## src/rtl/fl_pkg.sv

```systemverilog
// fl_pkg: shared types and constants for the free-list allocation controller.
// Used by free_list_ctrl and rr_arbiter.
package fl_pkg;

    localparam int FL_DEPTH = 128;
    localparam int PREG_W   = 7;

    typedef logic [PREG_W-1:0] preg_t;

    localparam preg_t FL_WRAP_PTR = preg_t'(1);
    localparam preg_t PREG_ZERO   = preg_t'(0);

    typedef enum logic [1:0] {
        ST_IDLE    = 2'd0,
        ST_RECOVER = 2'd1,
        ST_SETTLE  = 2'd2
    } fl_ctrl_state_e;

endpackage

```

## src/rtl/rr_arbiter.sv

```systemverilog
// rr_arbiter: NUM_REQ-wide round-robin arbiter with grant enable.
// The priority pointer moves just past the winner, only when a grant fires.
module rr_arbiter #(
    parameter int NUM_REQ = 2
) (
    input  logic               clk,
    input  logic               rst_n,
    input  logic               en,
    input  logic [NUM_REQ-1:0] req,
    output logic [NUM_REQ-1:0] gnt
);

    localparam int IW = (NUM_REQ > 1) ? $clog2(NUM_REQ) : 1;

    logic [IW-1:0] ptr;
    logic [IW-1:0] idx;
    logic [IW-1:0] win;
    logic          found;

    // Pick the first asserted request at or after the priority pointer.
    always_comb begin
        gnt   = '0;
        found = 1'b0;
        idx   = '0;
        win   = '0;
        for (int i = 0; i < NUM_REQ; i++) begin
            idx = IW'((int'(ptr) + i) % NUM_REQ);
            if (en && !found && req[idx]) begin
                found    = 1'b1;
                win      = idx;
                gnt[idx] = 1'b1;
            end
        end
    end

    // Advance the priority pointer past the winner on a grant.
    always_ff @(posedge clk or negedge rst_n) begin
        if (!rst_n) begin
            ptr <= '0;
        end else if (found) begin
            ptr <= (win == IW'(NUM_REQ - 1)) ? '0 : win + IW'(1);
        end
    end

endmodule

```

## src/rtl/free_list_ctrl.sv

```systemverilog
// free_list_ctrl: arbitrates rename allocations onto the free list, gates commit
// frees, keeps branch read-pointer checkpoints and sequences mispredict rollback.
// Optional FREE_LIST_CTRL_STATS_EN adds stall/recovery statistics counters.
module free_list_ctrl
    import fl_pkg::*;
#(
    parameter int NUM_REQ  = 2,
    parameter int NUM_CKPT = 4,
    parameter int PTR_W    = $bits(preg_t),
    localparam int CW      = (NUM_CKPT > 1) ? $clog2(NUM_CKPT) : 1
) (
    input  logic               clk,
    input  logic               reset,
    input  logic [NUM_REQ-1:0] alloc_req,
    output logic [NUM_REQ-1:0] alloc_gnt,
    output logic [PTR_W-1:0]   alloc_pd,
    input  logic               commit_valid,
    input  logic [PTR_W-1:0]   commit_pd,
    output logic               commit_ready,
    input  logic               ckpt_alloc,
    output logic [CW-1:0]      ckpt_tag,
    output logic               ckpt_full,
    input  logic               ckpt_release,
    input  logic               mispredict,
    input  logic [CW-1:0]      mispredict_tag,
    output logic               busy,
    output logic               fl_read_en,
    output logic               fl_write_en,
    output logic [PTR_W-1:0]   fl_data_in,
    output logic               fl_mispredict,
    output logic [PTR_W-1:0]   fl_re_r_ptr,
    output logic [PTR_W-1:0]   fl_re_w_ptr,
    input  logic [PTR_W-1:0]   fl_pd_new_out,
    input  logic               fl_empty,
    input  logic [PTR_W-1:0]   fl_r_ptr_out,
    input  logic [PTR_W-1:0]   fl_w_ptr_out
`ifdef FREE_LIST_CTRL_STATS_EN
    ,
    output logic [31:0]        stat_empty_stall,
    output logic [15:0]        stat_recover
`endif
);

    fl_ctrl_state_e state, state_nx;

    logic [PTR_W-1:0] slots [NUM_CKPT];
    logic [PTR_W-1:0] rec_ptr;
    logic [PTR_W-1:0] next_rptr;
    logic [CW-1:0]    head;
    logic [CW-1:0]    tail;
    logic [CW:0]      count;

    logic idle;
    logic grant_en;
    logic take_mp;
    logic do_alloc;
    logic do_release;

    assign idle       = (state == ST_IDLE);
    assign take_mp    = idle && mispredict;
    assign grant_en   = idle && !fl_empty && !mispredict;
    assign ckpt_full  = (count == (CW+1)'(NUM_CKPT));
    assign ckpt_tag   = tail;
    assign do_alloc   = idle && ckpt_alloc && !ckpt_full && !mispredict;
    assign do_release = ckpt_release && (count != '0) && !take_mp;

    rr_arbiter #(
        .NUM_REQ (NUM_REQ)
    ) u_arb (
        .clk   (clk),
        .rst_n (reset),
        .en    (grant_en),
        .req   (alloc_req),
        .gnt   (alloc_gnt)
    );

    // Allocation, commit and recovery datapath outputs.
    always_comb begin
        fl_read_en    = |alloc_gnt;
        alloc_pd      = fl_read_en ? fl_pd_new_out : '0;
        commit_ready  = idle;
        fl_write_en   = commit_valid && idle &&
                        (commit_pd != PTR_W'(PREG_ZERO));
        fl_data_in    = fl_write_en ? commit_pd : '0;
        fl_mispredict = (state == ST_RECOVER);
        fl_re_r_ptr   = fl_mispredict ? rec_ptr : '0;
        fl_re_w_ptr   = fl_mispredict ? fl_w_ptr_out : '0;
        busy          = !idle;
        next_rptr     = fl_r_ptr_out;
        if (fl_read_en) begin
            if (fl_r_ptr_out == PTR_W'(FL_DEPTH - 1)) begin
                next_rptr = PTR_W'(FL_WRAP_PTR);
            end else begin
                next_rptr = fl_r_ptr_out + PTR_W'(1);
            end
        end
    end

    // Recovery sequencer next state.
    always_comb begin
        state_nx = state;
        unique case (state)
            ST_IDLE:    if (mispredict) state_nx = ST_RECOVER;
            ST_RECOVER: state_nx = ST_SETTLE;
            ST_SETTLE:  state_nx = ST_IDLE;
            default:    state_nx = ST_IDLE;
        endcase
    end

    // Recovery sequencer state register.
    always_ff @(posedge clk or negedge reset) begin
        if (!reset) begin
            state <= ST_IDLE;
        end else begin
            state <= state_nx;
        end
    end

    // Checkpoint queue: push on branch rename, pop on resolve, truncate on mispredict.
    always_ff @(posedge clk or negedge reset) begin
        if (!reset) begin
            head    <= '0;
            tail    <= '0;
            count   <= '0;
            rec_ptr <= '0;
            for (int i = 0; i < NUM_CKPT; i++) begin
                slots[i] <= '0;
            end
        end else if (take_mp) begin
            rec_ptr <= slots[mispredict_tag];
            tail    <= mispredict_tag + CW'(1);
            count   <= {1'b0, CW'(mispredict_tag - head)} + (CW+1)'(1);
        end else begin
            if (do_alloc) begin
                slots[tail] <= next_rptr;
                tail        <= tail + CW'(1);
            end
            if (do_release) begin
                head <= head + CW'(1);
            end
            if (do_alloc && !do_release) begin
                count <= count + (CW+1)'(1);
            end else if (!do_alloc && do_release) begin
                count <= count - (CW+1)'(1);
            end
        end
    end

`ifdef FREE_LIST_CTRL_STATS_EN
    // Saturating counters of empty-list stalls and recoveries entered.
    always_ff @(posedge clk or negedge reset) begin
        if (!reset) begin
            stat_empty_stall <= '0;
            stat_recover     <= '0;
        end else begin
            if ((|alloc_req) && fl_empty && (stat_empty_stall != '1)) begin
                stat_empty_stall <= stat_empty_stall + 32'd1;
            end
            if (take_mp && (stat_recover != '1)) begin
                stat_recover <= stat_recover + 16'd1;
            end
        end
    end
`endif

endmodule

```

## config.mk

```make
export PLATFORM = sky130hd
export DESIGN_NAME = free_list_ctrl
export DESIGN_NICKNAME = d
export VERILOG_FILES = /design/src/rtl/fl_pkg.sv /design/src/rtl/rr_arbiter.sv /design/src/rtl/free_list_ctrl.sv
export SDC_FILE = /design/constraint.sdc
export NUM_CORES = 1
export LEC_CHECK = 0
export ABC_AREA = 1
export BUFFER_PORTS_ARGS = -buffer_cell sky130_fd_sc_hd__buf_2
export CAP_MARGIN = 40
export CORE_ASPECT_RATIO = 0.6
export CORE_MARGIN = 4
export CORE_UTILIZATION = 45
export CTS_BUF_LIST = sky130_fd_sc_hd__clkbuf_2
export CTS_CLUSTER_SIZE = 12
export DETAILED_ROUTE_END_ITERATION = 10
export PLACE_DENSITY = 0.77
export SETUP_SLACK_MARGIN = 0.1
export SLEW_MARGIN = 15
export SYNTH_ARGS = -nofsm -noshare
export SYNTH_HDL_FRONTEND = slang
export SYNTH_HIERARCHICAL = 1
export SYNTH_SLANG_ARGS = --single-unit
```

## constraint.sdc

```tcl
create_clock -name clk -period 2.1 [get_ports clk]
set_input_delay 0.105 -clock clk [delete_from_list [all_inputs] [get_ports clk]]
set_output_delay 0.105 -clock clk [all_outputs]
set_load 0.05 [all_outputs]
```

# == Word-level counts from Yosys, hierarchy flattened ==
# Index checks and enable logic that the tools add are counted.
# totals
latchBits,0
ramBits,0
mem_bits_ro,0
output_inout_bits,38
wordCells,103
regBits,45
n_memories,0
# classes
mul,0
n_bitwise,4
addsub,10
n_div,0
eq_ne,4
n_lt_le_gt_ge,7
n_mux,34
n_reduce_logical,34
shift,0
# op_table
cell,count
7-bit 2-to-1 mux,9
28-bit bitwise mux,1
1-bit logical AND,18
7-bit binary-select mux with 2-bit select,1
7-bit demux with 2-bit select,1
1-bit 2-to-1 mux,11
2-bit 2-to-1 mux,5
3-bit 2-to-1 mux,3
1-bit logical NOT,8
"7-bit by 1-bit adder with 7-bit output, second input constant",1
"7-bit == test, second input constant",1
7-bit nonzero test,1
"2-bit by 1-bit adder with 2-bit output, second input constant",3
"3-bit greater-or-equal comparator, second input constant",2
2-bit NOT with 3-bit output,2
3-bit nonzero test,2
"1-bit by 2-bit less-than comparator with 1-bit output, second input constant",2
2-bit case mux with 2 select lines,1
2-bit AND reduction,2
"2-bit by 1-bit adder with 3-bit output, second input constant",1
"3-bit by 1-bit adder with 3-bit output, second input constant",1
"3-bit == test, second input constant",1
"3-bit by 1-bit less-than comparator with 1-bit output, second input constant",1
"3-bit by 1-bit subtractor with 3-bit output, second input constant",1
11 further kinds,14

# == Longest topological paths before layout ==
# depth
ltp_word,12
ltp_mapped,14
mapped_depth_nobuf,14

# == Hierarchy ==
# The synthesis kept the hierarchy.
# modules_own_cells
mod,cells_per_inst,n_inst,area_each_um2
free_list_ctrl,351,1,2575.0
rr_arbiter,10,1,66.3

# == Worst setup path before layout ==
# OpenSTA, ideal clock, no wires.
# synth_path
path_type,register -> register
start,register state[1]
end,register slots[17] (netlist name)
period_less_slack_ps,2734
path_buffers,0
path_stages_with_launch,15
setup_slack_ps,-634
setup_ps,116
t_arrival_ps,2617
path_cell_list,dfrtp_1 > inv_2 > nand2_4 > nor3_1 > nand2_1 > a21oi_2 > inv_1 > nand2_2 > nand3_1 > nor2_2 > nand3_2 > nand2_1 > nor2_1 > nand2_1 > nand2_1
# synth_between
elab_chain_len,12
word_cells_on_any_way,20
cone_classes,mux: 5; bitwise: 2; reduce/logical: 13
# synth_lines
item,line,rtl
from (decl),free_list_ctrl.sv:44,"fl_ctrl_state_e state, state_nx;"
from (signal assigned),free_list_ctrl.sv:115,state <= state_nx;
2-bit logical NOT *,free_list_ctrl.sv:59,assign idle = (state == ST_IDLE);
1-bit logical AND * (2 in series),free_list_ctrl.sv:61,assign grant_en = idle && !fl_empty && !mispredict;
net grant_en,free_list_ctrl.sv:54,logic grant_en;
1-bit logical AND,rr_arbiter.sv:28,if (en && !found && req[idx]) begin
1-bit 2-to-1 mux,rr_arbiter.sv:28,
1-bit logical NOT,rr_arbiter.sv:28,
1-bit logical AND (2 in series),rr_arbiter.sv:28,
2-bit 2-to-1 mux *,rr_arbiter.sv:28,
net alloc_gnt[1],free_list_ctrl.sv:15,"output logic [NUM_REQ-1:0] alloc_gnt,"
2-bit OR reduction *,free_list_ctrl.sv:79,fl_read_en = |alloc_gnt;
net fl_read_en,free_list_ctrl.sv:27,"output logic fl_read_en,"
7-bit 2-to-1 mux *,free_list_ctrl.sv:90,if (fl_read_en) begin
28-bit bitwise mux *,free_list_ctrl.sv:135,slots[tail] <= next_rptr;
"to (signal, indexed assignment)",free_list_ctrl.sv:135,
to (decl),free_list_ctrl.sv:46,logic [PTR_W-1:0] slots [NUM_CKPT];
# Mark *: on every way through the listed nets, which the timed path passes. The rest lies on a longest branch.
# A chain may end at the register's enable or synchronous reset.

# == Worst setup path in the final report ==
# layout_path
start,register state[0]
end,output alloc_pd[2]
# layout_between
elab_chain_len,11
word_cells_on_any_way,13
cone_classes,mux: 4; bitwise: 1; reduce/logical: 8
# layout_lines
item,line,rtl
2-bit logical NOT *,free_list_ctrl.sv:59,
1-bit logical AND * (2 in series),free_list_ctrl.sv:61,
net grant_en,free_list_ctrl.sv:54,
1-bit logical AND,rr_arbiter.sv:28,
1-bit 2-to-1 mux,rr_arbiter.sv:28,
1-bit logical NOT,rr_arbiter.sv:28,
1-bit logical AND (2 in series),rr_arbiter.sv:28,
2-bit 2-to-1 mux *,rr_arbiter.sv:28,
2-bit OR reduction *,free_list_ctrl.sv:79,
7-bit 2-to-1 mux *,free_list_ctrl.sv:80,alloc_pd = fl_read_en ? fl_pd_new_out : '0;
to (decl),free_list_ctrl.sv:16,"output logic [PTR_W-1:0] alloc_pd,"
# Marks and branches as above.

==> impl_metrics.env <==
export IMPL_tightest_slew_ps=578
export IMPL_totalWireLength_mm=7.42
export IMPL_grt_pass1_vias=2507
export IMPL_die_x_um=107
export IMPL_initialDrtViolationCount=218
export IMPL_r2r_cells=13
export IMPL_post_route_util_pct=65.4
export IMPL_clock_skew_ps=24.8
export IMPL_hp_class="input pin to flip-flop"
export IMPL_r2r_end="slots[18]"
export IMPL_syn_area_per_cell_um2=7.32
export IMPL_maxCapViolations=0
export IMPL_clock_power_share_pct=9.3
export IMPL_first_pass_iters=6
export IMPL_finalMaxSlewViolations=0
export IMPL_synth_top_area_share_pct=42.6
export IMPL_rrSetupSlack_ps=40
export IMPL_grt_max_degree=25
export IMPL_core_area_mm2=0.00562
export IMPL_critPathLaunchType="flip-flop"
export IMPL_end_kind="output pin"
export IMPL_mostFrequentLayoutCells="94 x nand2_1, 56 x buf_2, 54 x inv_1"
export IMPL_io_pins=77
export IMPL_path_clk_slew_ps=230
export IMPL_drive_gt1_share_pct=36.2
export IMPL_antenna_found_initial=0
export IMPL_port_buffers=76
export IMPL_avgViaCountPerCell=5.05
export IMPL_cellPowerDensity_mw_per_mm2=992
export IMPL_route_detailed_drc=0
export IMPL_r2r_start="state[0]"
export IMPL_seqCellArea_mm2=0.00113
export IMPL_switching_share_pct=45.8
export IMPL_dp_hpwl_mm=5.22
export IMPL_nets=503
export IMPL_syn_instance_count=361
export IMPL_clockRootBuffer="clkbuf_2"
export IMPL_cts_sinks=45
export IMPL_dp_slack_ps=88.2
export IMPL_p_int_uw=1980
export IMPL_ys_seq_area_share_pct=42.6
export IMPL_synthTopCellsByArea="dfrtp_1 43%, nand2_1 14%, inv_1 8.0%"
export IMPL_seq_power_share_pct=40.4
export IMPL_hold_viol=0
export IMPL_cts_made_buffers=5
export IMPL_final_cell_area_mm2=0.00368
export IMPL_leakage_uw=0.00194
export IMPL_ant_nets=0
export IMPL_grt_ovfl_total=0
export IMPL_antenna_cells=0
export IMPL_worstSetupPathType="flip-flop to output pin"
export IMPL_clk_latency_ps=400
export IMPL_period_share_pct=98.6
export IMPL_power_switching_uw=1670
export IMPL_worstSetupEndpoint="alloc_pd[2]"
export IMPL_timing_fmax_mhz=483
export IMPL_critical_path_startpoint="state[0]"
export IMPL_die_height_um=67.3
export IMPL_synth_top_area_cell="dfrtp_1"
export IMPL_rows=21
export IMPL_place_area_mm2=0.00328
export IMPL_grt_use_total_pct=21.0
export IMPL_wl_per_cell_um=13.8
export IMPL_synth_seq_cells=45
export IMPL_fill_cells=459
export IMPL_synthesis_area_mm2=0.00264
export IMPL_syn_num_nets=404
export IMPL_cts_tree="done"
export IMPL_place_congestion=0.835
export IMPL_multi_input_area_mm2=0.00150
export IMPL_clockBufferDepth=2
export IMPL_die_area_mm2=0.00720
export IMPL_start_util_pct=47.0
export IMPL_rsz0062_at_grt="yes"
export IMPL_synth_cell_types=32
export IMPL_cp_max_fo=8
export IMPL_num_vias=2724
export IMPL_worstPathRequired_ps=2000
export IMPL_vdd_drop_max_v=0.000452
export IMPL_syn_to_final_growth_pct=39.3
export IMPL_cts_max_level=2
export IMPL_timing_final_ws_setup_ps=29.2
export IMPL_setup_violations=0
export IMPL_power_frac_comb_pct=50.3
export IMPL_max_slew_margin_pct=61.5
export IMPL_min_period_ps=2070
export IMPL_grt_pass1_wl_mm=12.1
export IMPL_ys_warnings_count=6
export IMPL_setup_tns_ps=0
export IMPL_totalPowerFinal_uw=3650
export IMPL_status="completed"
export IMPL_layout_commonest_cell="nand2_1"
export IMPL_arrival_ps=1970
## synthesized netlist by cell type
cell	count
a21oi_1	3
xor2_1	3
nor2_2	2
dfrtp_1	45
o21ai_2	3
nand2_1	102
o21ai_0	25
inv_2	6
buf_2	4
inv_1	56
a21oi_2	1
nor2_4	7
xnor2_1	4
nor3b_1	1
a31oi_1	3
nand3_1	7
nor2_1	45
nand3_4	1
nor3_1	5
nand3b_1	3
nand4_1	6
nand2_2	2
nand3_2	3
fa_1	1
nand2_4	1
o22ai_1	5
o21ai_1	10
a21o_1	1
o221ai_1	1
ha_1	3
inv_4	1
clkbuf_1	1
## timing repair
action	4_1_cts	5_1_grt
gates resized for setup	37	29
gates cloned	0	0
hold endpoints to repair	23	2
pin swaps	9	12
endpoints found under the setup margin	21	54
setup buffers	4	8
hold buffers	2	1
## per-layer routing
layer / track usage (%) / routed length (µm) / vias to the layer above
met4: 4.47 / 108 / 0
met3: 4.97 / 657 / 14
li1: - / - / 1313
met2: 33.5 / 3390 / 131
met5: 0 / 0 / -
met1: 29.5 / 3270 / 1266
## worst min path at each step
stage / slack, ps / from / depth (start not counted) / endpoint
floorplan: -190 / reset / 0 / ckpt_tag[0]
global placement: 130 / reset / 1 / head[1]
detailed placement: 130 / reset / 1 / slots[13]
CTS: 0.8 / fl_r_ptr_out[1] / 3 / slots[22]
global route: 4 / alloc_req[0] / 3 / flip-flop
finish: 10 / alloc_req[0] / 3 / flip-flop
## metrics by stage
step                      hold WS, ps  cells
after global routing             3.54    539
after detailed placement          131    518
after global placement            128    518
after floorplan                  -191    361
final                            12.5    539
after CTS                       0.813    530
## layout make-up
cell class / instances / share of cell area, %
flip-flops and latches: 45 / 30.6
repair buffers: 97 / 18.4
well taps: 80 / 2.72
inverters: 63 / 6.60
multi-input cells: 248 / 40.8
clock buffers: 5 / 0.680
clock inverters: 1 / 0.136
## power groups by stage
stage | sequential, µW | clock [µW] | combinational, µW
3_5_place_dp | 1490 | 0 | 1640
4_1_cts | 1470 | 346 | 1740
3_3_place_gp | 1480 | 0 | 1600
6_report | 1480 | 339 | 1840
5_1_grt | 1520 | 385 | 2030
2_1_floorplan | 1500 | 0 | 1220
## critical path: stages, from the launching register on
cell and delay (ps):
dfrtp_1 440, inv_2 120, nand2_8 60, nor3_4 180, nand2_2 110, a21oi_4 160
nor2_2 70, buf_6 160, nor2_4 110, buf_8 150
## logic make-up after synthesis
group           Yosys count  synth area share (%)
buf+inv                  68                  9.95
simple gates            185                  31.9
fa+ha+maj                 4                  2.18
compound gates           52                  11.0
xor+xnor                  7                  2.32
flops                    45                  42.6
## registers in the layout, indices dropped and copies added, names as in the netlist, named ones only
register	flops
ckpt_tag	2
count	3
head	2
rec_ptr	7
slots	28
state	2
(Power assumes the default switching activity.)
